--- src/rtl/fractal_sync_mp_rf_pkg.sv ---
// Shared helpers for the multi-port barrier register file.
package fractal_sync_mp_rf_pkg;

  // Age counter width; a disabled timeout still gets a 1-bit (idle) counter.
  function automatic int age_width(input int timeout);
    return (timeout > 0) ? $clog2(timeout + 1) : 1;
  endfunction

endpackage

--- src/rtl/fractal_sync_mp_rf_entry.sv ---
// One barrier entry: arrival bitmap, saturating age counter, completion and
// timeout-ready flags.
module fractal_sync_mp_rf_entry
  import fractal_sync_mp_rf_pkg::*;
#(
  parameter int N_PORTS = 4,
  parameter int TIMEOUT = 16
) (
  input  logic               clk,
  input  logic               srst,
  input  logic               flush,
  input  logic [N_PORTS-1:0] set_mask,
  input  logic               tmo_clear,
  output logic [N_PORTS-1:0] bitmap,
  output logic               complete,
  output logic               saturated
);

  localparam int AGE_W = age_width(TIMEOUT);

  logic [N_PORTS-1:0] bitmap_reg, bitmap_next, merged;
  logic [AGE_W-1:0]   age_reg, age_next;

  always_comb begin
    merged      = bitmap_reg | set_mask;
    complete    = (set_mask != '0) && (&merged);
    bitmap_next = merged;
    age_next    = age_reg;
    if (flush || complete || tmo_clear) begin
      bitmap_next = '0;
      age_next    = '0;
    end else if (TIMEOUT == 0 || bitmap_reg == '0) begin
      // An empty entry keeps its age at 0, so the first arrival starts from 0.
      age_next = '0;
    end else if (age_reg != AGE_W'(TIMEOUT)) begin
      age_next = age_reg + AGE_W'(1);
    end
  end

  always_ff @(posedge clk) begin
    if (srst) begin
      bitmap_reg <= '0;
      age_reg    <= '0;
    end else begin
      bitmap_reg <= bitmap_next;
      age_reg    <= age_next;
    end
  end

  assign bitmap    = bitmap_reg;
  assign saturated = (TIMEOUT > 0) && (age_reg == AGE_W'(TIMEOUT));

endmodule

--- src/rtl/fractal_sync_mp_rf.sv ---
// Multi-port barrier register file: ports check in on barrier ids, entries
// complete when every port has arrived or are flushed after a timeout.
module fractal_sync_mp_rf
  import fractal_sync_mp_rf_pkg::*;
#(
  parameter int N_PORTS  = 4,
  parameter int N_REGS   = 8,
  parameter int ID_WIDTH = 4,
  parameter int TIMEOUT  = 16
) (
  input  logic                               clk_i,
  input  logic                               rst_i,
  input  logic                               flush_i,
  input  logic [N_PORTS-1:0]                 check_i,
  input  logic [N_PORTS-1:0][ID_WIDTH-1:0]   id_i,
  output logic [N_PORTS-1:0]                 done_o,
  output logic [N_PORTS-1:0]                 wait_o,
  output logic [N_PORTS-1:0]                 id_err_o,
  output logic [N_PORTS-1:0]                 sig_err_o,
  output logic [N_PORTS-1:0]                 ignore_o,
  output logic                               tmo_valid_o,
  output logic [ID_WIDTH-1:0]                tmo_id_o
);

  logic [N_PORTS-1:0] set_mask [N_REGS];
  logic [N_PORTS-1:0] bitmap   [N_REGS];
  logic [N_REGS-1:0]  complete, saturated, tmo_sel;

  logic [N_PORTS-1:0] in_range, dup, accepted, hit_complete;

  logic [N_PORTS-1:0] done_reg, done_next, wait_reg, wait_next;
  logic [N_PORTS-1:0] id_err_reg, id_err_next, sig_err_reg, sig_err_next;
  logic [N_PORTS-1:0] ignore_reg, ignore_next;
  logic               tmo_valid_reg, tmo_valid_next;
  logic [ID_WIDTH-1:0] tmo_id_reg, tmo_id_next;
  logic               tmo_found;

  // Port-to-entry decode and duplicate detection against the stored bitmap.
  always_comb begin
    in_range = '0;
    dup      = '0;
    accepted = '0;
    for (int r = 0; r < N_REGS; r++) set_mask[r] = '0;
    for (int p = 0; p < N_PORTS; p++) begin
      in_range[p] = int'(id_i[p]) < N_REGS;
      for (int r = 0; r < N_REGS; r++)
        if (int'(id_i[p]) == r) dup[p] = bitmap[r][p];
      accepted[p] = check_i[p] && !flush_i && in_range[p] && !dup[p];
      for (int r = 0; r < N_REGS; r++)
        if (accepted[p] && int'(id_i[p]) == r) set_mask[r][p] = 1'b1;
    end
  end

  genvar gi;
  generate
    for (gi = 0; gi < N_REGS; gi++) begin : g_entry
      fractal_sync_mp_rf_entry #(
        .N_PORTS (N_PORTS),
        .TIMEOUT (TIMEOUT)
      ) u_entry (
        .clk       (clk_i),
        .srst      (rst_i),
        .flush     (flush_i),
        .set_mask  (set_mask[gi]),
        .tmo_clear (tmo_sel[gi]),
        .bitmap    (bitmap[gi]),
        .complete  (complete[gi]),
        .saturated (saturated[gi])
      );
    end
  endgenerate

  // Per-port response: exactly one class for every port that checked.
  always_comb begin
    done_next    = '0;
    wait_next    = '0;
    id_err_next  = '0;
    sig_err_next = '0;
    ignore_next  = '0;
    hit_complete = '0;
    for (int p = 0; p < N_PORTS; p++) begin
      for (int r = 0; r < N_REGS; r++)
        if (int'(id_i[p]) == r) hit_complete[p] = complete[r];
      if (check_i[p]) begin
        if (flush_i)           ignore_next[p]  = 1'b1;
        else if (!in_range[p]) id_err_next[p]  = 1'b1;
        else if (dup[p])       sig_err_next[p] = 1'b1;
        else if (hit_complete[p]) done_next[p] = 1'b1;
        else                   wait_next[p]    = 1'b1;
      end
    end
  end

  // Lowest-index saturated entry that is not completing gets timed out.
  always_comb begin
    tmo_sel     = '0;
    tmo_found   = 1'b0;
    tmo_id_next = '0;
    for (int r = 0; r < N_REGS; r++) begin
      if (!tmo_found && !flush_i && saturated[r] && !complete[r]) begin
        tmo_sel[r]  = 1'b1;
        tmo_id_next = ID_WIDTH'(r);
        tmo_found   = 1'b1;
      end
    end
    tmo_valid_next = tmo_found;
  end

  always_ff @(posedge clk_i) begin
    if (rst_i) begin
      done_reg      <= '0;
      wait_reg      <= '0;
      id_err_reg    <= '0;
      sig_err_reg   <= '0;
      ignore_reg    <= '0;
      tmo_valid_reg <= 1'b0;
      tmo_id_reg    <= '0;
    end else begin
      done_reg      <= done_next;
      wait_reg      <= wait_next;
      id_err_reg    <= id_err_next;
      sig_err_reg   <= sig_err_next;
      ignore_reg    <= ignore_next;
      tmo_valid_reg <= tmo_valid_next;
      tmo_id_reg    <= tmo_id_next;
    end
  end

  assign done_o      = done_reg;
  assign wait_o      = wait_reg;
  assign id_err_o    = id_err_reg;
  assign sig_err_o   = sig_err_reg;
  assign ignore_o    = ignore_reg;
  assign tmo_valid_o = tmo_valid_reg;
  assign tmo_id_o    = tmo_id_reg;

endmodule

--- config.mk ---
export PLATFORM = sky130hd
export DESIGN_NAME = fractal_sync_mp_rf
export DESIGN_NICKNAME = d
export VERILOG_FILES = /design/src/rtl/fractal_sync_mp_rf_pkg.sv /design/src/rtl/fractal_sync_mp_rf_entry.sv /design/src/rtl/fractal_sync_mp_rf.sv
export SDC_FILE = /design/constraint.sdc
export NUM_CORES = 1
export LEC_CHECK = 0
export CORE_AREA = 2 2 104 106
export CTS_CLUSTER_SIZE = 16
export DETAILED_ROUTE_END_ITERATION = 16
export DIE_AREA = 0 0 106 108
export GPL_ROUTABILITY_DRIVEN = 0
export MAX_ROUTING_LAYER = met4
export PLACE_DENSITY = 0.83
export SYNTH_ARGS = -nofsm -noshare
export SYNTH_HDL_FRONTEND = slang
export SYNTH_HIERARCHICAL = 1
export SYNTH_SLANG_ARGS = --single-unit
--- constraint.sdc ---
create_clock -name clk_i -period 9.6 [get_ports clk_i]
set_input_delay 0.96 -clock clk_i [delete_from_list [all_inputs] [get_ports clk_i]]
set_output_delay 0.96 -clock clk_i [all_outputs]
set_load 0.01 [all_outputs]
==> insert_results.sql <==
INSERT INTO impl_metrics (metric_group, metric, value, unit) VALUES
('yosys', 'yosys.cell_count.top_type', 'sky130_fd_sc_hd__dfxtp_1', ''),
('yosys', 'postSynth.asyncResetShare', '0', '%'),
('clocking', 'numCtsBuffers', '9', ''),
('yosys', 'synthesis.yosys.warnings', '6', ''),
('floorplan', 'die_area', '11450', 'um^2'),
('timing', 'timing.hold.ws', '0.5341', 'ns'),
('routing', 'num_vias', '4898', ''),
('yosys', 'syn_area_per_cell', '8.960', 'um^2'),
('clocking', 'ctsHoldBuffers', '0', ''),
('layout', 'syn_to_final_growth', '13.26', '%'),
('pwr', 'p_leak', '2.206', 'nW'),
('routing', 'final_antenna_net_count', '0', ''),
('global_routing', 'number_of_antenna_violations_at_the_first_check_in_global_routing', '0', ''),
('critical_path', 'crit_fanout', '24', ''),
('yosys', 'postSynth.topFlopCell', 'sky130_fd_sc_hd__dfxtp_1', ''),
('floorplan', 'starting_utilization_of_the_core_area', '53.86', '%'),
('routing', 'route.detailed.wl_per_inst', '17.66', 'um'),
('critical_path', 'timing.critical_path.from_type', 'primary input', ''),
('clocking', 'clock_tree_from_tritoncts', 'yes', ''),
('floorplan', 'floorplan.core_area', '10230', 'um^2'),
('layout', 'finish.net_count', '694', ''),
('floorplan', 'die-width', '106', 'um'),
('global_routing', 'global_route.overflow_total', '0', ''),
('clocking', 'cts.repair_timing.setup_buffer_count', '0', ''),
('critical_path', 'crit_path_cell_trace', 'clkdlybuf4s50_1 > inv_1 > nand3b_1 > nand2b_1 > o22a_1 > nor3_1 > o22ai_2 > nor4_1 > nand2b_1 > a41oi_1 > or2_2 > nor4_1 > nor3_1 > o41ai_4 > nor3_1', ''),
('routing', 'first_pass_iters', '5', ''),
('clocking', 'clk_latency', '0.37', 'ns'),
('routing', 'first_iter_violations', '415', ''),
('routing', 'drt-total-wl', '14060', 'um'),
('timing', 'report.final.hold_viol_count', '0', ''),
('min_path', 'hold_class', 'flop to flop', ''),
('yosys', 'synth_top_area_cell', 'sky130_fd_sc_hd__dfxtp_1', ''),
('critical_path', 'required', '9.81', 'ns'),
('critical_path', 'worstPathArrival', '6.51', 'ns'),
('layout', 'finalInstanceArea', '6241', 'um^2'),
('critical_path', 'crit_path_end_kind', 'flop', ''),
('timing', 'tns', '0', 'ns'),
('routing', 'drt_drc_violations_left', '0', ''),
('status', 'outcome', 'completed', ''),
('timing', 'final-setup-viol-count', '0', ''),
('clocking', 'cts.sinks', '96', ''),
('timing', 'final-max-slew-violation-count', '0', ''),
('placement', 'post_dp_cell_area', '6055', 'um^2'),
('pwr', 'p_per_area', '115.5', 'nW/um^2'),
('floorplan', 'die_height', '108', 'um'),
('yosys', 'postSynthCellCount', '615', ''),
('placement', 'port-buffer-count', '46', ''),
('routing', 'avgViaCountPerCell', '6.153', ''),
('yosys', 'synthTopCellsByCount', 'sky130_fd_sc_hd__dfxtp_1 (96), sky130_fd_sc_hd__nor2_1 (91), sky130_fd_sc_hd__nor3_1 (60)', ''),
('global_routing', 'maximum_number_of_pins_on_one_net_before_global_route_repair', '25', ''),
('layout', 'largest_register_ff_count', '40', ''),
('pwr', 'vdd.ir_drop.worst', '0.06111', 'mV'),
('yosys', 'synth_edf_count', '0', ''),
('critical_path', 'slowest_delay', '0.89', 'ns'),
('timing', 'clock_skew', '0.01394', 'ns'),
('critical_path', 'crit_slowest_cell', 'sky130_fd_sc_hd__clkdlybuf4s50_1', ''),
('yosys', 'syn-num-nets', '654', ''),
('layout', 'multi_input_area', '3401', 'um^2'),
('timing', 'fmax', '158.9', 'MHz'),
('timing', 'setup_repair_after_global_routing_missed_its_margin', 'no', ''),
('global_routing', 'grt_usage', '26.04', '%'),
('critical_path', 'crit_type', 'primary input to flop', ''),
('timing', 'layout_worst_path_cycle_share', '65.57', '%'),
('placement', 'dp.final_hpwl', '10740', 'um'),
('clocking', 'clockRootBuffer', 'sky130_fd_sc_hd__clkbuf_8', ''),
('layout', 'drive_above_1_share', '10.00', '%'),
('critical_path', 'worst_path_most_repeated_cell', 'sky130_fd_sc_hd__nor3_1', ''),
('clocking', 'worst_setup_hold_path_clk_slew', '0.10', 'ns'),
('yosys', 'synthDistinctLibCells', '72', ''),
('yosys', 'post_synth_main_area_contributors', 'sky130_fd_sc_hd__dfxtp_1 (35%), sky130_fd_sc_hd__nor2_1 (6.2%), sky130_fd_sc_hd__nor3_1 (5.4%)', ''),
('layout', 'sequential_cell_area', '1922', 'um^2');
## layer usage
metal / routed length (um) / GRT usage (%)
met1: 6041 / 31.89
met2: 6550 / 42.17
met3: 881 / 3.918
met4: 586 / 12.97
met5: 0 / -
## worst paths after layout
path                                       from                            end  slack (ns)  cells after the start
hold / removal    g_entry[1].u_entry/age_reg[2]  g_entry[1].u_entry/age_reg[2]        0.53                      2
hold reg to reg   g_entry[1].u_entry/age_reg[2]  g_entry[1].u_entry/age_reg[2]        0.53                      2
setup / recovery                        flush_i  g_entry[7].u_entry/age_reg[3]        3.31                     15
setup reg to reg   g_entry[6].u_entry/bitmap[3]  g_entry[7].u_entry/age_reg[3]        4.75                     14
## metrics by stage
step	cells	power, mW	setup slack (ns)
finish	796	0.7206	3.305
global route	796	0.7489	3.014
CTS	796	0.7258	3.621
detailed placement	780	0.4773	3.260
global placement	780	0.4757	3.433
floorplan	615	0.4537	5.190
## logic make-up (layout without fill, tap and decap cells)
kind of cell	Yosys count	after routing	share of synthesized area [%]
AO/OA/AOI/OAI	79	79	13.81
XOR/XNOR	24	24	3.815
adder cells (fa/ha/maj)	16	16	3.633
buffers and inverters	43	88	3.406
flip-flops	96	96	34.88
multiplexers	27	27	5.518
other	1	1	0.06805
AND/OR/NAND/NOR	329	329	34.88
## area by class of cell
cell class / instances / area share [%]
clock inverter: 7 / 1.002
inverter: 25 / 1.504
timing repair buffer: 47 / 7.498
multi-input combinational: 476 / 54.49
clock buffer: 9 / 1.985
sequential: 96 / 30.79
tap: 136 / 2.727
## placed cells by master (no fill, tap or decap), types with 3 or more instances in the layout
cell type                         synthesis  final
sky130_fd_sc_hd__a211oi_1                 9      9
sky130_fd_sc_hd__a21oi_1                 10     10
sky130_fd_sc_hd__and2_1                   4      4
sky130_fd_sc_hd__and3_1                   4      4
sky130_fd_sc_hd__and4bb_1                 8      8
sky130_fd_sc_hd__clkbuf_8                 1      9
sky130_fd_sc_hd__clkdlybuf4s50_1          0     46
sky130_fd_sc_hd__clkinv_4                 0      3
sky130_fd_sc_hd__dfxtp_1                 96     96
sky130_fd_sc_hd__ha_1                    16     16
sky130_fd_sc_hd__inv_1                   25     25
sky130_fd_sc_hd__mux2_2                   4      4
sky130_fd_sc_hd__mux2i_1                 21     21
sky130_fd_sc_hd__nand2_1                 24     24
sky130_fd_sc_hd__nand2b_1                24     24
sky130_fd_sc_hd__nand3_1                 20     20
sky130_fd_sc_hd__nand3b_1                 6      6
sky130_fd_sc_hd__nor2_1                  91     91
sky130_fd_sc_hd__nor2_2                   3      3
sky130_fd_sc_hd__nor2b_1                 17     17
sky130_fd_sc_hd__nor3_1                  60     60
sky130_fd_sc_hd__nor3b_1                  5      5
sky130_fd_sc_hd__nor4_1                  28     28
sky130_fd_sc_hd__nor4_2                   4      4
sky130_fd_sc_hd__nor4_4                   8      8
sky130_fd_sc_hd__o21ai_0                 16     16
sky130_fd_sc_hd__o22ai_2                  8      8
sky130_fd_sc_hd__o41ai_4                  8      8
sky130_fd_sc_hd__or2_2                    3      3
sky130_fd_sc_hd__or3b_2                   4      4
sky130_fd_sc_hd__or4_1                    3      3
sky130_fd_sc_hd__xnor2_1                  8      8
sky130_fd_sc_hd__xor2_1                  16     16
## where the power goes
group | internal (mW) | leakage (nW) | switching, mW
clock network | 0.0992 | 0.0923 | 0.152
logic | 0.0276 | 1.34 | 0.0410
registers | 0.400 | 0.774 | 0.00112
total | 0.527 | 2.21 | 0.194
## critical path: cells and delay by family
family,cells,cell delay (ns)
AND/OR/NAND/NOR,9,3.31
buffers and inverters,2,1.32
AO/OA/AOI/OAI,4,0.89
(Power assumes the default switching activity.)
